File: src/rtl/fp_wire.sv
// fp_wire: shared types for fp_unit and its request front-end fp_issue.
//   fp_operation_type  - one-hot op decode plus fcvt sub-op, as fp_unit expects
//   fp_unit_in_type    - operands, rounding mode, format, op decode, enable
//   fp_unit_out_type   - result, exception flags, ready strobe
//   fp_issue_req_type  - request: three operands, rm, fcvt op, 10-bit one-hot opcode
//   fp_issue_rsp_type  - response: result, flags, tag
package fp_wire;

  typedef struct packed {
    logic       fmadd;
    logic       fmsub;
    logic       fnmadd;
    logic       fnmsub;
    logic       fadd;
    logic       fsub;
    logic       fmul;
    logic       fdiv;
    logic       fsqrt;
    logic       fsgnj;
    logic       fcmp;
    logic       fmax;
    logic       fclass;
    logic       fmv_i2f;
    logic       fmv_f2i;
    logic       fcvt_i2f;
    logic       fcvt_f2i;
    logic [1:0] fcvt_op;
  } fp_operation_type;

  typedef struct packed {
    logic [31:0]      data1;
    logic [31:0]      data2;
    logic [31:0]      data3;
    fp_operation_type op;
    logic [1:0]       fmt;
    logic [2:0]       rm;
    logic             enable;
  } fp_unit_in_type;

  typedef struct packed {
    logic [31:0] result;
    logic [4:0]  flags;
    logic        ready;
  } fp_unit_out_type;

  // Request opcode bit positions; bit 7 is reserved and always illegal.
  localparam int OPC_W        = 10;
  localparam int OPC_FMADD    = 0;
  localparam int OPC_FADD     = 1;
  localparam int OPC_FSUB     = 2;
  localparam int OPC_FMUL     = 3;
  localparam int OPC_FDIV     = 4;
  localparam int OPC_FSQRT    = 5;
  localparam int OPC_FCMP     = 6;
  localparam int OPC_RSVD     = 7;
  localparam int OPC_FCVT_I2F = 8;
  localparam int OPC_FCVT_F2I = 9;

  // Response tags are carried at this fixed width; fp_issue zero-extends its
  // TAGW-bit tag into it, so TAGW must not exceed this.
  localparam int FP_ISSUE_TAGW_MAX = 8;

  localparam logic [4:0] FLAGS_ILLEGAL = 5'b10000;

  typedef struct packed {
    logic [31:0]      data1;
    logic [31:0]      data2;
    logic [31:0]      data3;
    logic [2:0]       rm;
    logic [1:0]       op;
    logic [OPC_W-1:0] opcode;
  } fp_issue_req_type;

  typedef struct packed {
    logic [31:0]                  result;
    logic [4:0]                   flags;
    logic [FP_ISSUE_TAGW_MAX-1:0] tag;
  } fp_issue_rsp_type;

  typedef enum logic {
    S_IDLE = 1'b0,
    S_BUSY = 1'b1
  } fp_issue_state_type;

  // Exactly one defined opcode bit set.
  function automatic logic opcode_legal(input logic [OPC_W-1:0] opcode);
    return $onehot(opcode) && !opcode[OPC_RSVD];
  endfunction

  // Map a (legal) request opcode onto fp_unit's op decode; ops the front-end
  // never issues stay 0.
  function automatic fp_operation_type decode_op(input logic [OPC_W-1:0] opcode,
                                                 input logic [1:0]       fcvt_op);
    fp_operation_type d;
    d          = '0;
    d.fmadd    = opcode[OPC_FMADD];
    d.fadd     = opcode[OPC_FADD];
    d.fsub     = opcode[OPC_FSUB];
    d.fmul     = opcode[OPC_FMUL];
    d.fdiv     = opcode[OPC_FDIV];
    d.fsqrt    = opcode[OPC_FSQRT];
    d.fcmp     = opcode[OPC_FCMP];
    d.fcvt_i2f = opcode[OPC_FCVT_I2F];
    d.fcvt_f2i = opcode[OPC_FCVT_F2I];
    d.fcvt_op  = fcvt_op;
    return d;
  endfunction

endpackage

File: src/rtl/fp_issue_fifo.sv
// fp_issue_fifo: synchronous FIFO of DEPTH entries, W bits wide.
//   clock, reset (async, active-low)
//   push, wdata  - write when push && !full
//   pop, rdata   - rdata shows the head; pop removes it when !empty
//   full, empty  - derived from (log2(DEPTH)+1)-bit pointers
module fp_issue_fifo #(
  parameter int DEPTH = 4,
  parameter int W     = 8
) (
  input  logic         clock,
  input  logic         reset,
  input  logic         push,
  input  logic [W-1:0] wdata,
  input  logic         pop,
  output logic [W-1:0] rdata,
  output logic         full,
  output logic         empty
);

  localparam int AW = $clog2(DEPTH);

  logic [W-1:0] mem [DEPTH];
  logic [AW:0]  wptr;
  logic [AW:0]  rptr;

  // Pointers carry one extra MSB: equal low bits with differing MSBs is full.
  assign empty = (wptr == rptr);
  assign full  = (wptr[AW] != rptr[AW]) && (wptr[AW-1:0] == rptr[AW-1:0]);
  assign rdata = mem[rptr[AW-1:0]];

  always_ff @(posedge clock or negedge reset) begin
    if (!reset) begin
      wptr <= '0;
      rptr <= '0;
    end else begin
      if (push && !full)  wptr <= wptr + 1'b1;
      if (pop  && !empty) rptr <= rptr + 1'b1;
    end
  end

  always_ff @(posedge clock) begin
    if (push && !full) mem[wptr[AW-1:0]] <= wdata;
  end

endmodule

File: src/rtl/fp_issue.sv
// fp_issue: request front-end for fp_unit.
//   clock, reset (async, active-low)
//   req_valid/req_ready/req  - request channel, buffered in a DEPTH-entry FIFO
//   fp_unit_i                - registered operands/op decode, one-cycle enable
//   fp_unit_o                - result/flags/ready from fp_unit
//   rsp_valid/rsp_ready/rsp  - single-entry tagged response slot
//   err                      - sticky: fp_unit ready seen while not busy
// TAGW must not exceed fp_wire::FP_ISSUE_TAGW_MAX.
module fp_issue
  import fp_wire::*;
#(
  parameter int DEPTH = 4,
  parameter int TAGW  = 4
) (
  input  logic             clock,
  input  logic             reset,
  input  logic             req_valid,
  output logic             req_ready,
  input  fp_issue_req_type req,
  output fp_unit_in_type   fp_unit_i,
  input  fp_unit_out_type  fp_unit_o,
  output logic             rsp_valid,
  input  logic             rsp_ready,
  output fp_issue_rsp_type rsp,
  output logic             err
);

  typedef struct packed {
    fp_issue_req_type req;
    logic [TAGW-1:0]  tag;
  } entry_t;

  fp_issue_state_type state_q, state_d;
  entry_t             wr_entry, head;
  logic               push, pop, full, empty;
  logic               issue, ld_illegal, ld_done, slot_free;
  logic [TAGW-1:0]    tag_cnt, tag_q;
  fp_unit_in_type     exe_q, exe_d;
  fp_issue_rsp_type   ill_rsp, done_rsp;
  logic [FP_ISSUE_TAGW_MAX-1:0] head_tag_w, busy_tag_w;

  assign req_ready      = !full;
  assign push           = req_valid && !full;
  assign wr_entry.req   = req;
  assign wr_entry.tag   = tag_cnt;
  assign slot_free      = !rsp_valid || rsp_ready;
  assign fp_unit_i      = exe_q;

  fp_issue_fifo #(
    .DEPTH (DEPTH),
    .W     ($bits(entry_t))
  ) u_fifo (
    .clock (clock),
    .reset (reset),
    .push  (push),
    .wdata (wr_entry),
    .pop   (pop),
    .rdata (head),
    .full  (full),
    .empty (empty)
  );

  always_comb begin
    state_d    = state_q;
    pop        = 1'b0;
    issue      = 1'b0;
    ld_illegal = 1'b0;
    ld_done    = 1'b0;
    case (state_q)
      S_IDLE: begin
        // Only dequeue when a result would have somewhere to go.
        if (!empty && slot_free) begin
          pop = 1'b1;
          if (opcode_legal(head.req.opcode)) begin
            issue   = 1'b1;
            state_d = S_BUSY;
          end else begin
            ld_illegal = 1'b1;
          end
        end
      end
      S_BUSY: begin
        if (fp_unit_o.ready) begin
          ld_done = 1'b1;
          state_d = S_IDLE;
        end
      end
      default: state_d = S_IDLE;
    endcase
  end

  always_comb begin
    exe_d        = '0;
    exe_d.data1  = head.req.data1;
    exe_d.data2  = head.req.data2;
    exe_d.data3  = head.req.data3;
    exe_d.rm     = head.req.rm;
    exe_d.op     = decode_op(head.req.opcode, head.req.op);
    exe_d.enable = 1'b1;

    head_tag_w             = '0;
    head_tag_w[TAGW-1:0]   = head.tag;
    busy_tag_w             = '0;
    busy_tag_w[TAGW-1:0]   = tag_q;

    ill_rsp.result  = '0;
    ill_rsp.flags   = FLAGS_ILLEGAL;
    ill_rsp.tag     = head_tag_w;
    done_rsp.result = fp_unit_o.result;
    done_rsp.flags  = fp_unit_o.flags;
    done_rsp.tag    = busy_tag_w;
  end

  // Issue stage: fp_unit inputs are held stable while busy; enable is a pulse.
  always_ff @(posedge clock or negedge reset) begin
    if (!reset) begin
      state_q <= S_IDLE;
      exe_q   <= '0;
      tag_q   <= '0;
      tag_cnt <= '0;
      err     <= 1'b0;
    end else begin
      state_q      <= state_d;
      exe_q.enable <= 1'b0;
      if (issue) begin
        exe_q <= exe_d;
        tag_q <= head.tag;
      end
      if (push) tag_cnt <= tag_cnt + 1'b1;
      if (state_q == S_IDLE && fp_unit_o.ready) err <= 1'b1;
    end
  end

  // Response stage: a load in the same cycle as a drain keeps rsp_valid high.
  always_ff @(posedge clock or negedge reset) begin
    if (!reset) begin
      rsp_valid <= 1'b0;
      rsp       <= '0;
    end else if (ld_illegal) begin
      rsp_valid <= 1'b1;
      rsp       <= ill_rsp;
    end else if (ld_done) begin
      rsp_valid <= 1'b1;
      rsp       <= done_rsp;
    end else if (rsp_valid && rsp_ready) begin
      rsp_valid <= 1'b0;
    end
  end

endmodule

File: config.mk
export PLATFORM = sky130hd
export DESIGN_NAME = fp_issue
export DESIGN_NICKNAME = d
export VERILOG_FILES = /design/src/rtl/fp_wire.sv /design/src/rtl/fp_issue_fifo.sv /design/src/rtl/fp_issue.sv
export SDC_FILE = /design/constraint.sdc
export NUM_CORES = 1
export LEC_CHECK = 0
export CORE_MARGIN = 4
export CORE_UTILIZATION = 50
export CTS_CLUSTER_DIAMETER = 80
export CTS_CLUSTER_SIZE = 20
export DETAILED_ROUTE_END_ITERATION = 10
export PLACE_DENSITY = 0.81
export SLEW_MARGIN = 10
export SYNTH_ARGS = -nofsm -noshare
export SYNTH_HDL_FRONTEND = slang
export SYNTH_SLANG_ARGS = --single-unit
File: constraint.sdc
create_clock -name clock -period 6.5 [get_ports clock]
set_input_delay 0.975 -clock clock [delete_from_list [all_inputs] [get_ports clock]]
set_output_delay 0.975 -clock clock [all_outputs]
set_load 0.02 [all_outputs]
==> impl_results.html <==
<table>
<tr><th>Metric</th><th>Value</th></tr>
<tr><th colspan="2">Clock network</th></tr>
<tr><td>CTS tree</td><td>done</td></tr>
<tr><td>CTS H-Tree Depth</td><td>2</td></tr>
<tr><td>Post-CTS Setup Bufs</td><td>0</td></tr>
<tr><td>Clock Root Buffer</td><td>sky130_fd_sc_hd__clkbuf_16</td></tr>
<tr><td>Hold-fix buffers, CTS</td><td>0</td></tr>
<tr><td>Number of clock sinks</td><td>629</td></tr>
<tr><td>Clock latency reported for the late side of the worst-skew pair</td><td>0.57 ns</td></tr>
<tr><td>Number of buffers inserted during clock tree synthesis</td><td>39</td></tr>
<tr><td>CTS Buffer Depth</td><td>3</td></tr>
<tr><td>Clock input transition at the sequential cells of the worst setup and hold paths</td><td>0.08 ns</td></tr>
<tr><td>Resized Gates After CTS</td><td>0</td></tr>
<tr><th colspan="2">Worst setup path</th></tr>
<tr><td>Worst-path maximum fanout</td><td>47</td></tr>
<tr><td>Critical path's slowest cell</td><td>sky130_fd_sc_hd__buf_4</td></tr>
<tr><td>Path depth of the worst reg2reg path</td><td>14</td></tr>
<tr><td>Longest individual stage delay on the worst path</td><td>0.67 ns</td></tr>
<tr><td>Startpoint kind of the worst setup timing path</td><td>register</td></tr>
<tr><td>Crit path required time</td><td>6.96 ns</td></tr>
<tr><td>CP Cell Sequence</td><td>buf_4 &gt; mux4_2 &gt; inv_1 &gt; fa_1 &gt; fa_1 &gt; inv_1 &gt; ha_1 &gt; inv_1 &gt; fa_1 &gt; nand2_1 &gt; a2111oi_4 &gt; nand2_8 &gt; buf_4 &gt; mux2_4</td></tr>
<tr><td>Worst Setup End Kind</td><td>register</td></tr>
<tr><td>Endpoint arrival time on the critical path</td><td>5.86 ns</td></tr>
<tr><td>Category of the critical setup timing path</td><td>reg -&gt; reg</td></tr>
<tr><th colspan="2">Synth</th></tr>
<tr><td>Mean Syn Cell Area</td><td>21.0 µm²</td></tr>
<tr><td>Cell types with the largest area share after synthesis</td><td>sky130_fd_sc_hd__edfxtp_1 (59%), sky130_fd_sc_hd__dfrtp_1 (18%), sky130_fd_sc_hd__mux4_2 (11%), sky130_fd_sc_hd__mux2_2 (3.9%), sky130_fd_sc_hd__mux2_4 (2.4%)</td></tr>
<tr><td>Number of distinct library cells after synthesis</td><td>31</td></tr>
<tr><td>Syn Inst Count</td><td>1,121</td></tr>
<tr><td>Cell accounting for the most synthesized area</td><td>sky130_fd_sc_hd__edfxtp_1</td></tr>
<tr><td>Register bit total from synthesis</td><td>629</td></tr>
<tr><td>Primary FF master, synth</td><td>sky130_fd_sc_hd__edfxtp_1</td></tr>
<tr><td>Cell Area, Synth</td><td>23,600 µm²</td></tr>
<tr><td>Yosys top cell area share</td><td>58.6%</td></tr>
<tr><td>Count of warnings emitted by yosys</td><td>0</td></tr>
<tr><td>FFs w/ async S/R, synth</td><td>26.9%</td></tr>
<tr><td>Number of enable flip-flop cells after synthesis</td><td>460</td></tr>
<tr><td>Post-synthesis sequential area ratio</td><td>76.6%</td></tr>
<tr><th colspan="2">Die</th></tr>
<tr><td>Die Y</td><td>225 µm</td></tr>
<tr><td>Chip Width</td><td>225 µm</td></tr>
<tr><td>I/O Pins</td><td>322</td></tr>
<tr><td>Effective utilization at floorplan</td><td>50.6%</td></tr>
<tr><td>Floorplan core area</td><td>46,600 µm²</td></tr>
<tr><td>Die outline area</td><td>50,600 µm²</td></tr>
<tr><td>Number of rows created at floorplan</td><td>79</td></tr>
<tr><th colspan="2">Placement</th></tr>
<tr><td>Count of port buffers added during placement</td><td>307</td></tr>
<tr><td>DPL Wire Length</td><td>29,500 µm</td></tr>
<tr><td>Gp weighted congestion</td><td>0.783</td></tr>
<tr><td>Area post-placement</td><td>27,300 µm²</td></tr>
<tr><td>Cell total after placement</td><td>2,003</td></tr>
<tr><th colspan="2">Finish</th></tr>
<tr><td>Fraction of layout instances using a drive strength above 1</td><td>21.7%</td></tr>
<tr><td>Finished layout cell area</td><td>28,500 µm²</td></tr>
<tr><td>Area growth, synth to finish</td><td>21.0%</td></tr>
<tr><td>Number of nets at the end of the flow</td><td>1,604</td></tr>
<tr><td>Fill cells</td><td>3,252</td></tr>
<tr><td>Core occupancy in the finished layout</td><td>61.2%</td></tr>
<tr><td>Final Instance Count excl. Fillers</td><td>2,076</td></tr>
<tr><th colspan="2">STA</th></tr>
<tr><td>RSZ-0062 raised after global routing</td><td>false</td></tr>
<tr><td>Minimum clock period after layout</td><td>5.41 ns</td></tr>
<tr><td>Total negative slack for setup checks</td><td>0 ns</td></tr>
<tr><td>Max-slew violation total from the final report</td><td>0</td></tr>
<tr><td>Worst slew slack as a fraction of its limit</td><td>30.9%</td></tr>
<tr><td>Count of endpoints failing setup in the final report</td><td>0</td></tr>
<tr><td>Top achievable clock speed</td><td>0.185 GHz</td></tr>
<tr><td>Worst clock skew</td><td>0.0171 ns</td></tr>
<tr><td>Number of hold-slack violations in the final timing report</td><td>0</td></tr>
<tr><td>Actual slew at the worst max-slew pin</td><td>1.04 ns</td></tr>
<tr><td>Final period utilization</td><td>83.2%</td></tr>
<tr><th colspan="2">Detailed routing</th></tr>
<tr><td>Violation count after the first detailed-routing iteration</td><td>597</td></tr>
<tr><td>Routed WL per cell</td><td>23.0 µm</td></tr>
<tr><td>Antenna violation net count after detailed routing</td><td>0</td></tr>
<tr><td>Final wirelength</td><td>47,700 µm</td></tr>
<tr><td>Total number of vias</td><td>11,200</td></tr>
<tr><td>Detailed-route vias per instance</td><td>5.42</td></tr>
<tr><td>DR DRC count</td><td>0</td></tr>
<tr><td>Number of search-and-repair iterations in the first detailed-routing pass</td><td>4</td></tr>
<tr><th colspan="2">Run status</th></tr>
<tr><td>Run status</td><td>completed</td></tr>
<tr><th colspan="2">Global route</th></tr>
<tr><td>Vias in the first global route</td><td>12,100</td></tr>
<tr><td>Total track usage</td><td>18.7%</td></tr>
<tr><td>GRT met1 Usage</td><td>24.6%</td></tr>
<tr><td>Met2 track utilization from global routing</td><td>31.7%</td></tr>
<tr><td>Global-route wire length before repair</td><td>72,000 µm</td></tr>
<tr><td>Total overflow reported by the global router</td><td>0</td></tr>
<tr><td>Grt met3 use</td><td>4.01%</td></tr>
<tr><td>Maximum number of pins on one net before global-route repair</td><td>65</td></tr>
<tr><td>Number of antenna violations at the first check in global routing</td><td>5</td></tr>
<tr><td>Layer with the highest usage after global routing</td><td>met2</td></tr>
<tr><th colspan="2">Pwr</th></tr>
<tr><td>PD cells</td><td>537 nW/µm²</td></tr>
<tr><td>Largest vdd supply drop</td><td>0.567 mV</td></tr>
<tr><td>PnR Total Power</td><td>15.3 mW</td></tr>
<tr><td>Leakage power summed over all cells</td><td>10.1 nW</td></tr>
<tr><th colspan="2">Worst hold path</th></tr>
<tr><td>Worst min-delay path class</td><td>in -&gt; async</td></tr>
<tr><th colspan="2">Run</th></tr>
<tr><td># Max-Cap Violations</td><td>0</td></tr>
</table>
==> power by group <==
| part | switching [mW] | internal, mW | total, mW |
|---|---|---|---|
| logic | 3.40 | 3.39 | 6.79 |
| clock network | 1.28 | 1.19 | 2.46 |
| registers | 0.481 | 5.59 | 6.07 |
==> worst paths after layout <==
| kind | startpoint | endpoint | slack [ns] |
|---|---|---|---|
| setup / recovery | u_fifo.rptr[1]$_DFFE_PN0P_ | fp_unit_i[28]$_DFFE_PN0P_ | 1.09 |
| hold / removal | reset | rsp[11]$_DFFE_PN0P_ | 0.36 |
| setup reg to reg | u_fifo.rptr[1]$_DFFE_PN0P_ | fp_unit_i[28]$_DFFE_PN0P_ | 1.09 |
| hold reg to reg | fp_unit_i[17]$_DFFE_PN0P_ | fp_unit_i[17]$_DFFE_PN0P_ | 0.51 |
| max in group asynchronous | reset | fp_unit_i[113]$_DFFE_PN0P_ | 4.85 |
| min in group clock | fp_unit_i[17]$_DFFE_PN0P_ | fp_unit_i[17]$_DFFE_PN0P_ | 0.51 |
==> area by class of cell <==
class / instances / area, µm² / area share [%]
Antenna cell: 4 / 10.0 / 0.0351
Clock buffer: 61 / 1090 / 3.83
Clock inverter: 8 / 81.3 / 0.285
Inverter: 17 / 63.8 / 0.224
Multi-Input combinational cell: 421 / 5160 / 18.1
Sequential cell: 629 / 18000 / 63.3
Tap cell: 607 / 759 / 2.67
Timing Repair Buffer: 329 / 3280 / 11.5
==> cells in the mapped netlist (2+ instances only) <==
cell                       instances
sky130_fd_sc_hd__buf_2            19
sky130_fd_sc_hd__xor2_1            4
sky130_fd_sc_hd__fa_1              6
sky130_fd_sc_hd__xnor2_1           7
sky130_fd_sc_hd__clkbuf_1         28
sky130_fd_sc_hd__mux4_2          115
sky130_fd_sc_hd__ha_1              8
sky130_fd_sc_hd__dfrtp_1         169
sky130_fd_sc_hd__a21oi_1          36
sky130_fd_sc_hd__edfxtp_1        460
sky130_fd_sc_hd__mux2_4           38
sky130_fd_sc_hd__and2_1            5
sky130_fd_sc_hd__nand2_1          91
sky130_fd_sc_hd__o21ai_0           2
sky130_fd_sc_hd__mux2_2           82
sky130_fd_sc_hd__nor2b_1           3
sky130_fd_sc_hd__buf_4            14
sky130_fd_sc_hd__inv_1            17
sky130_fd_sc_hd__buf_6             5
==> state kept, by name, indices dropped and copies added, names as in the netlist <==
signal,count
err,1
fp_unit_i,111
rsp,41
rsp_valid,1
state_q,1
tag_cnt,4
tag_q,4
u_fifo.mem,460
u_fifo.rptr,3
u_fifo.wptr,3
==> cell families after synthesis <==
| kind of cell | synth area share [%] |
|---|---|
| fa+ha+maj | 0.935 |
| compound gates | 1.08 |
| other cells | 0.0159 |
| mux | 17.3 |
| buf+inv | 1.82 |
| flops | 76.6 |
| simple gates | 1.80 |
| xor+xnor | 0.409 |
==> stage by stage <==
stage	worst slack (ns)	hold slack [ns]
finish	1.09	0.363
global route	0.845	0.380
CTS	1.02	0.354
detailed placement	1.03	0.495
global placement	1.15	0.488
floorplan	1.44	0.479
==> placed cells by master (no fill, tap or decap), types with 2 or more instances in the layout <==
| master | netlist | routed |
|---|---|---|
| sky130_fd_sc_hd__diode_2 | 0 | 4 |
| sky130_fd_sc_hd__buf_12 | 0 | 3 |
| sky130_fd_sc_hd__edfxtp_1 | 460 | 460 |
| sky130_fd_sc_hd__dfrtp_1 | 169 | 167 |
| sky130_fd_sc_hd__inv_6 | 0 | 4 |
| sky130_fd_sc_hd__clkbuf_16 | 0 | 40 |
| sky130_fd_sc_hd__and2_4 | 0 | 4 |
| sky130_fd_sc_hd__buf_4 | 14 | 19 |
| sky130_fd_sc_hd__o21ai_0 | 2 | 2 |
| sky130_fd_sc_hd__xnor2_1 | 7 | 7 |
| sky130_fd_sc_hd__ha_1 | 8 | 8 |
| sky130_fd_sc_hd__inv_1 | 17 | 17 |
| sky130_fd_sc_hd__mux2_4 | 38 | 38 |
| sky130_fd_sc_hd__clkbuf_1 | 28 | 19 |
| sky130_fd_sc_hd__mux4_2 | 115 | 115 |
| sky130_fd_sc_hd__nand2_1 | 91 | 91 |
| sky130_fd_sc_hd__a21oi_1 | 36 | 36 |
| sky130_fd_sc_hd__dfrtp_4 | 0 | 2 |
| sky130_fd_sc_hd__clkbuf_8 | 0 | 2 |
| sky130_fd_sc_hd__nor2b_1 | 3 | 2 |
| sky130_fd_sc_hd__xor2_1 | 4 | 4 |
| sky130_fd_sc_hd__conb_1 | 1 | 14 |
| sky130_fd_sc_hd__mux2_2 | 82 | 82 |
| sky130_fd_sc_hd__clkdlybuf4s50_1 | 0 | 306 |
| sky130_fd_sc_hd__fa_1 | 6 | 6 |
==> routing by layer <==
metal,up-vias,part of all wire [%]
li1,4968,-
met1,5908,40
met2,300,51
met3,69,6.0
met4,4,2.5
met5,-,0.059
==> critical path: cells and delay by family, from the launching register on <==
| kind | cells | cell delay (ns) |
|---|---|---|
| fa+ha+maj | 4 | 1.56 |
| buf+inv | 5 | 1.34 |
| mux | 2 | 0.78 |
| flops | 1 | 0.64 |
| compound gates | 1 | 0.53 |
| simple gates | 2 | 0.42 |
Power figures use the tool's default switching activity.
